[src/rtl/fetch_stage.sv]
`default_nettype none
// ============================================================================
// Module   : fetch_stage
// Purpose  : PC holder and instruction-memory front end feeding the decode
//            stage. It presents one instruction per cycle, holds it across
//            decode stalls and squashes in-flight fetches on a taken branch.
// Options  : define FETCH_PERF_EN to add saturating fetch/squash counters.
// Revision : 1.0 - initial release
// ============================================================================
module fetch_stage #(
    parameter int                 PC_W      = 16,
    parameter int                 INSTR_W   = 16,
    parameter logic [PC_W-1:0]    RESET_PC  = 16'h0000,
    parameter logic [INSTR_W-1:0] NOP_INSTR = 16'h0000
) (
    input  logic               clk,
    input  logic               rst_n,
    input  logic               stall_i,
    input  logic               redirect_i,
    input  logic [PC_W-1:0]    redirect_pc_i,
    output logic               imem_req_o,
    output logic [PC_W-1:0]    imem_addr_o,
    input  logic [INSTR_W-1:0] imem_rdata_i,
    output logic [INSTR_W-1:0] instruction_fetch,
    output logic [PC_W-1:0]    pc_fetch,
    output logic               valid_fetch
`ifdef FETCH_PERF_EN
    ,
    output logic [15:0]        fetch_count_o,
    output logic [15:0]        squash_count_o
`endif
);

    logic [PC_W-1:0]    r_pc;
    logic               r_pend;
    logic [PC_W-1:0]    r_pend_pc;
    logic               r_hold_v;
    logic [INSTR_W-1:0] r_hold_instr;
    logic [PC_W-1:0]    r_hold_pc;
    logic               w_issue;

    assign w_issue     = rst_n & ~stall_i & ~redirect_i;
    assign imem_req_o  = w_issue;
    assign imem_addr_o = r_pc;

    // The hold buffer wins over the memory response; a redirect blanks both.
    always_comb begin
        instruction_fetch = NOP_INSTR;
        pc_fetch          = '0;
        valid_fetch       = 1'b0;
        if (!redirect_i) begin
            if (r_hold_v) begin
                instruction_fetch = r_hold_instr;
                pc_fetch          = r_hold_pc;
                valid_fetch       = 1'b1;
            end else if (r_pend) begin
                instruction_fetch = imem_rdata_i;
                pc_fetch          = r_pend_pc;
                valid_fetch       = 1'b1;
            end
        end
    end

    always_ff @(posedge clk or negedge rst_n) begin
        if (!rst_n) begin
            r_pc         <= RESET_PC;
            r_pend       <= 1'b0;
            r_pend_pc    <= '0;
            r_hold_v     <= 1'b0;
            r_hold_instr <= NOP_INSTR;
            r_hold_pc    <= '0;
        end else if (redirect_i) begin
            r_pc     <= redirect_pc_i;
            r_pend   <= 1'b0;
            r_hold_v <= 1'b0;
        end else if (!stall_i) begin
            // Any held instruction is consumed this cycle, so the PC can advance.
            r_pc      <= r_pc + 1'b1;
            r_pend    <= 1'b1;
            r_pend_pc <= r_pc;
            r_hold_v  <= 1'b0;
        end else begin
            r_pend <= 1'b0;
            if (r_pend && !r_hold_v) begin
                r_hold_v     <= 1'b1;
                r_hold_instr <= imem_rdata_i;
                r_hold_pc    <= r_pend_pc;
            end
        end
    end

    always_ff @(posedge clk) begin
        if (rst_n) begin
            assert (!(r_pend && r_hold_v));
        end
    end

`ifdef FETCH_PERF_EN
    logic [15:0] r_fetch_count;
    logic [15:0] r_squash_count;

    always_ff @(posedge clk or negedge rst_n) begin
        if (!rst_n) begin
            r_fetch_count  <= 16'h0000;
            r_squash_count <= 16'h0000;
        end else begin
            if (valid_fetch && !stall_i && (r_fetch_count != 16'hFFFF)) begin
                r_fetch_count <= r_fetch_count + 16'h0001;
            end
            if (redirect_i && (r_pend || r_hold_v) && (r_squash_count != 16'hFFFF)) begin
                r_squash_count <= r_squash_count + 16'h0001;
            end
        end
    end

    assign fetch_count_o  = r_fetch_count;
    assign squash_count_o = r_squash_count;
`endif

endmodule
`default_nettype wire
[config.mk]
export PLATFORM = sky130hd
export DESIGN_NAME = fetch_stage
export DESIGN_NICKNAME = d
export VERILOG_FILES = /design/src/rtl/fetch_stage.sv
export SDC_FILE = /design/constraint.sdc
export NUM_CORES = 1
export LEC_CHECK = 0
export ABC_AREA = 1
export BUFFER_PORTS_ARGS = -buffer_cell sky130_fd_sc_hd__buf_2
export CORE_UTILIZATION = 48
export DETAILED_ROUTE_END_ITERATION = 8
export PLACE_DENSITY_LB_ADDON = 0.15
export SLEW_MARGIN = 15
export SYNTH_ARGS = -nofsm -noshare
export SYNTH_HDL_FRONTEND = slang
export SYNTH_SLANG_ARGS = --single-unit
export TNS_END_PERCENT = 50
[constraint.sdc]
create_clock -name clk -period 1.39 [get_ports clk]
set_clock_uncertainty 0.1 [all_clocks]
set_input_delay 0.0695 -clock clk [delete_from_list [all_inputs] [get_ports clk]]
set_output_delay 0.0695 -clock clk [all_outputs]
set_load 0.02 [all_outputs]
Word level (Yosys, flattened, before mapping):

Cells that the tools add are included.

* multiplexer cells: 16
* reductions and logical operators: 4
* bitwise operators: 4
* add/subtract/negate cells: 1
* equal/unequal tests: 2

Operator list (number)
* 16-bit two-way mux: 8
* 16-bit by 1-bit adder with 16-bit output (second input constant): 1
* 1-bit two-way mux: 8
* 3-bit by 1-bit inequality test with 1-bit output (second input constant): 1
* 3-bit AND reduction: 1
* 1-bit AND: 2
* 2-bit by 1-bit inequality test with 1-bit output (second input constant): 1
* 1-bit inverter: 2
* 2-bit AND reduction: 1
* 1-bit logical AND: 1
* 1-bit logical NOT: 1

* bits of input ports: 36
* bits in registers: 66
* output and inout bits: 50

Logic depth before layout (Yosys ltp):

* depth after elaboration: 5
* depth in mapped cells: 8
* depth with buffers taken out: 8

Worst setup path after synthesis:

Ideal clock, no wire load.

* kind: register to register
* from: register r_pc[0], in the netlist imem_addr_o[0]
* to: register r_pc[12], in the netlist imem_addr_o[12]
* arrival time: 1.242 ns
* cell stages (with the launch flop): 9
* path slack: -0.076 ns
* setup time: 0.124 ns
* path through: dfrtp_1 ha_1 nand2_1 nor2_1 nand2_1 inv_1 nand2_1 nand2_1 nand3_1

* longest elaborated chain between the ends: 3

RTL lines
* start: declaration: RTL line 34 `logic [PC_W-1:0] r_pc;`
* start signal: assignment: RTL line 73 `r_pc <= redirect_pc_i;`
* start signal: assignment: RTL line 78 `r_pc <= r_pc + 1'b1;`
* 16-bit by 1-bit adder with 16-bit output: RTL line 78
* 16-bit two-way mux: RTL line 76 `end else if (!stall_i) begin`
* 16-bit two-way mux: RTL line 72 `end else if (redirect_i) begin`

No other way between the ends. The select of a mux whose other input is x is not followed.
A chain may end at the register's enable or synchronous reset.

Worst setup path after layout:

* from: register r_hold_v
* to: output pc_fetch[4]

* longest elaborated chain between the ends: 2

RTL lines
* start: declaration: RTL line 37 `logic r_hold_v;`
* start signal: assignment: RTL line 69 `r_hold_v <= 1'b0;`
* start signal: assignment: RTL line 75 `r_hold_v <= 1'b0;`
* start signal: assignment: RTL line 81 `r_hold_v <= 1'b0;`
* 16-bit two-way mux: RTL line 52 `if (r_hold_v) begin`
* 16-bit two-way mux: RTL line 51 `if (!redirect_i) begin`
* end: declaration: RTL line 25 `output logic [PC_W-1:0] pc_fetch,`

No other way between the ends.

==> impl_results.md <==
* Status: complete, but fails checks
* Failing checks: negative setup slack
* Switching pwr at 1690 uW
* Slew HR at 0.627
* Adder-Cell Fraction of Synth Area at 0.00371
* Reg area at 1660 um^2
* Tightest Pin Transition at 0.559 ns
* Commonest non-fill, non-tap cell in the layout: nand2_1
* Largest family of logic cells by synthesized area: simple AND/OR/NAND/NOR gates
* Period utilisation layout at 1.22
* Final worst slack at -0.303 ns
* Reg2reg start: r_hold_v
* RSZ-0062 raised after global routing: yes
* Post-Synthesis Cells at 466
* Max Fclk at 591 MHz
* Initial antenna violation count at 0
* Core Util, Final at 0.763
* Mux cell area share after synthesis at 0
* Compound-Gate Fraction of Synth Area at 0.128
* CTS Root Cell: clkbuf_8
* Number of H-tree levels at 3
* GPL Wtd Cong at 0.920
* Commonest non-fill, non-tap cells in the layout: 147 x nand2_1, 59 x dfrtp_1, 52 x buf_2, 45 x buf_4, 37 x inv_1
* Critical Path Source: r_hold_v
* Arrival time worst endpoint at 1.52 ns
* Grt total ovfl at 0
* Sequential-to-total area share from yosys stat at 0.489
* DRC Markers at 0
* CTS tree: built
* Worst skew pair latency at 0.34 ns
* Port bufs at 85
* Cts bufs inserted at 9
* CP max FO at 4
* P&R area growth vs syn at 53.6%
* Type of element capturing the critical path: primary output
* Final Cell Area at 5180 um^2
* Hold crit path type: in -> reg
* Vias per inst at 5.19
* Wire per inst at 14.5 um
* P per Cell Area at 1050 nW/um^2
* Max-cap viol count at 0
* Min cycle time layout at 1.69 ns
* Pin count of the biggest net entering global routing at 67
* Antenna Cells at 0
* Cell variety after synth at 21
* Combinational Power Share at 0.234
* Clock slew seen by the registers of the worst setup and hold paths at 0.07 ns
* Final Hold Viols at 0
* DR iter-0 viols at 248
* Synthesized cell area at 3370 um^2
* Final ANT Viol Nets at 0
* Xor/xnor share of the synthesized area at 0.00260
* Syn. warnings at 0
* # setup viols final at 49
* Simple-gate portion of the synthesized area at 0.299
* Synth Net Count at 503
* Multi-input gate area at 1770 um^2
* FP Rows at 30
* Vias in the first global route at 3500
* Router iterations before antenna repair at 5
* Clock power share at 0.302
* Die area at 7370 um^2
* FF+latch count, synth at 66
* Layout Nets at 646
* Synth Area per Inst at 7.24 um^2
* Hold path start: redirect_i
* Fillers at 472
* Sequential share of power at 0.464
* Initial Util at 0.497
* Peak supply drop at 550 uV
* CTS Sinks at 66
* Crit Path Category: reg -> out
* Layout cells sized above 1 at 0.368
* Dpl cell area at 4120 um^2
* Hpwl dp at 6200 um
* DR vias at 3683
* P_leak at 0.00249 uW
* CTS max path bufs at 2
* Final TNS setup at -8.70 ns
* Boundary pin count at 86
* Die Span Y at 85.8 um
* Core area at 6790 um^2
* Critical Path RT at 1.22 ns
* Drt total wl at 10300 um
* CP Launch Type: register
* Gr usage total at 0.275
* Max-slew violations at 0
* Sw frac at 0.311
* Internal power at 3740 uW
* Die Width at 85.8 um
* First-pass GRT wire length at 15800 um
[area by class of cell]
class / instances / share of cell area
clock inverter: 2 / 0.00676
sequential: 66 / 0.320
multi-input combinational: 336 / 0.342
inverter: 40 / 0.0290
timing repair buffer: 156 / 0.247
tap: 96 / 0.0232
clock buffer: 14 / 0.0314
[critical path: stages (launching register included)]
cell and delay, ns:
dfrtp_2 0.44, nor2_4 0.12, buf_6 0.14, buf_6 0.14
nand2_4 0.05, a21oi_2 0.15, buf_4 0.16
[power groups by stage]
stage	clock network (uW)	logic, uW	registers (uW)
5_1_grt	1730	1400	2560
6_report	1640	1270	2520
4_1_cts	1650	1130	2470
3_3_place_gp	0	963	2480
3_5_place_dp	0	993	2500
2_1_floorplan	0	565	2510
[path summary, 6_finish.rpt]
kind | slack [ns] | to | cells past startpoint
worst max-delay path | -0.30 | pc_fetch[4] | 6
worst min-delay path | 0.04 | imem_addr_o[2] | 3
worst max register to register | -0.04 | r_hold_pc[0] | 7
worst min register to register | 0.38 | r_hold_instr[1] | 2
max in group asynchronous | 0.61 | imem_addr_o[8] | 3
min in group asynchronous | 0.25 | r_hold_instr[12] | 3
[state kept, by name, summed over array words and instances (netlist names)]
name and count:
r_hold_instr 16, r_hold_v 1, r_pend_pc 16, r_hold_pc 16, r_pend 1, imem_addr_o 16
[cells in the mapped netlist]
cell      count  area [um^2]
o21ai_1       6         30.0
clkbuf_1      9         33.8
buf_2        11         55.1
o21bai_1      1         7.51
dfrtp_1      66         1650
or2_2         2         12.5
nand2_1     184          691
nand3b_1      7         52.6
nand3_1      18         90.1
nand2_2       1         6.26
nor2_2        2         12.5
nand4_1       4         25.0
ha_1          1         12.5
o21ai_0      32          160
buf_1         3         11.3
buf_6         1         11.3
o211ai_1      3         22.5
inv_1        40          150
nor2_1       32          120
a21oi_1      42          210
xor2_1        1         8.76
[stage by stage]
stage	std cells	power, uW	setup WS (ns)	hold slack, ns
global route	710	5690	-0.381	0.0697
global placement	650	3440	0.00489	0.104
finish	710	5420	-0.303	0.0428
detailed placement	650	3490	-0.0331	0.104
CTS	705	5250	-0.247	0.0324
floorplan	466	3080	-0.0620	-0.326
[cell families (layout without fill, tap and decap cells)]
logic type,after synthesis,after routing
simple gates,250,250
compound gates,84,84
flops,66,66
buf+inv,64,212
fa+ha+maj,1,1
xor+xnor,1,1
[routing by layer]
metal | routed length (um) | vias up | GRT usage
met2 | 5180 | 151 | 0.459
li1 | - | 1769 | -
met4 | 236 | 0 | 0.126
met5 | 0 | - | 0
met1 | 4350 | 1737 | 0.360
met3 | 530 | 26 | 0.0346
[what timing repair did]
item | in CTS | in global routing
hold buffers | 34 | 0
endpoints found under the hold margin | 98 | 0
gates cloned | 2 | 2
buffers inserted | 3 | 3
gates resized for setup | 54 | 96
setup endpoints to repair | 54 | 75
pin swaps | 3 | 14
Note: power is estimated with default switching activity, not from simulation.
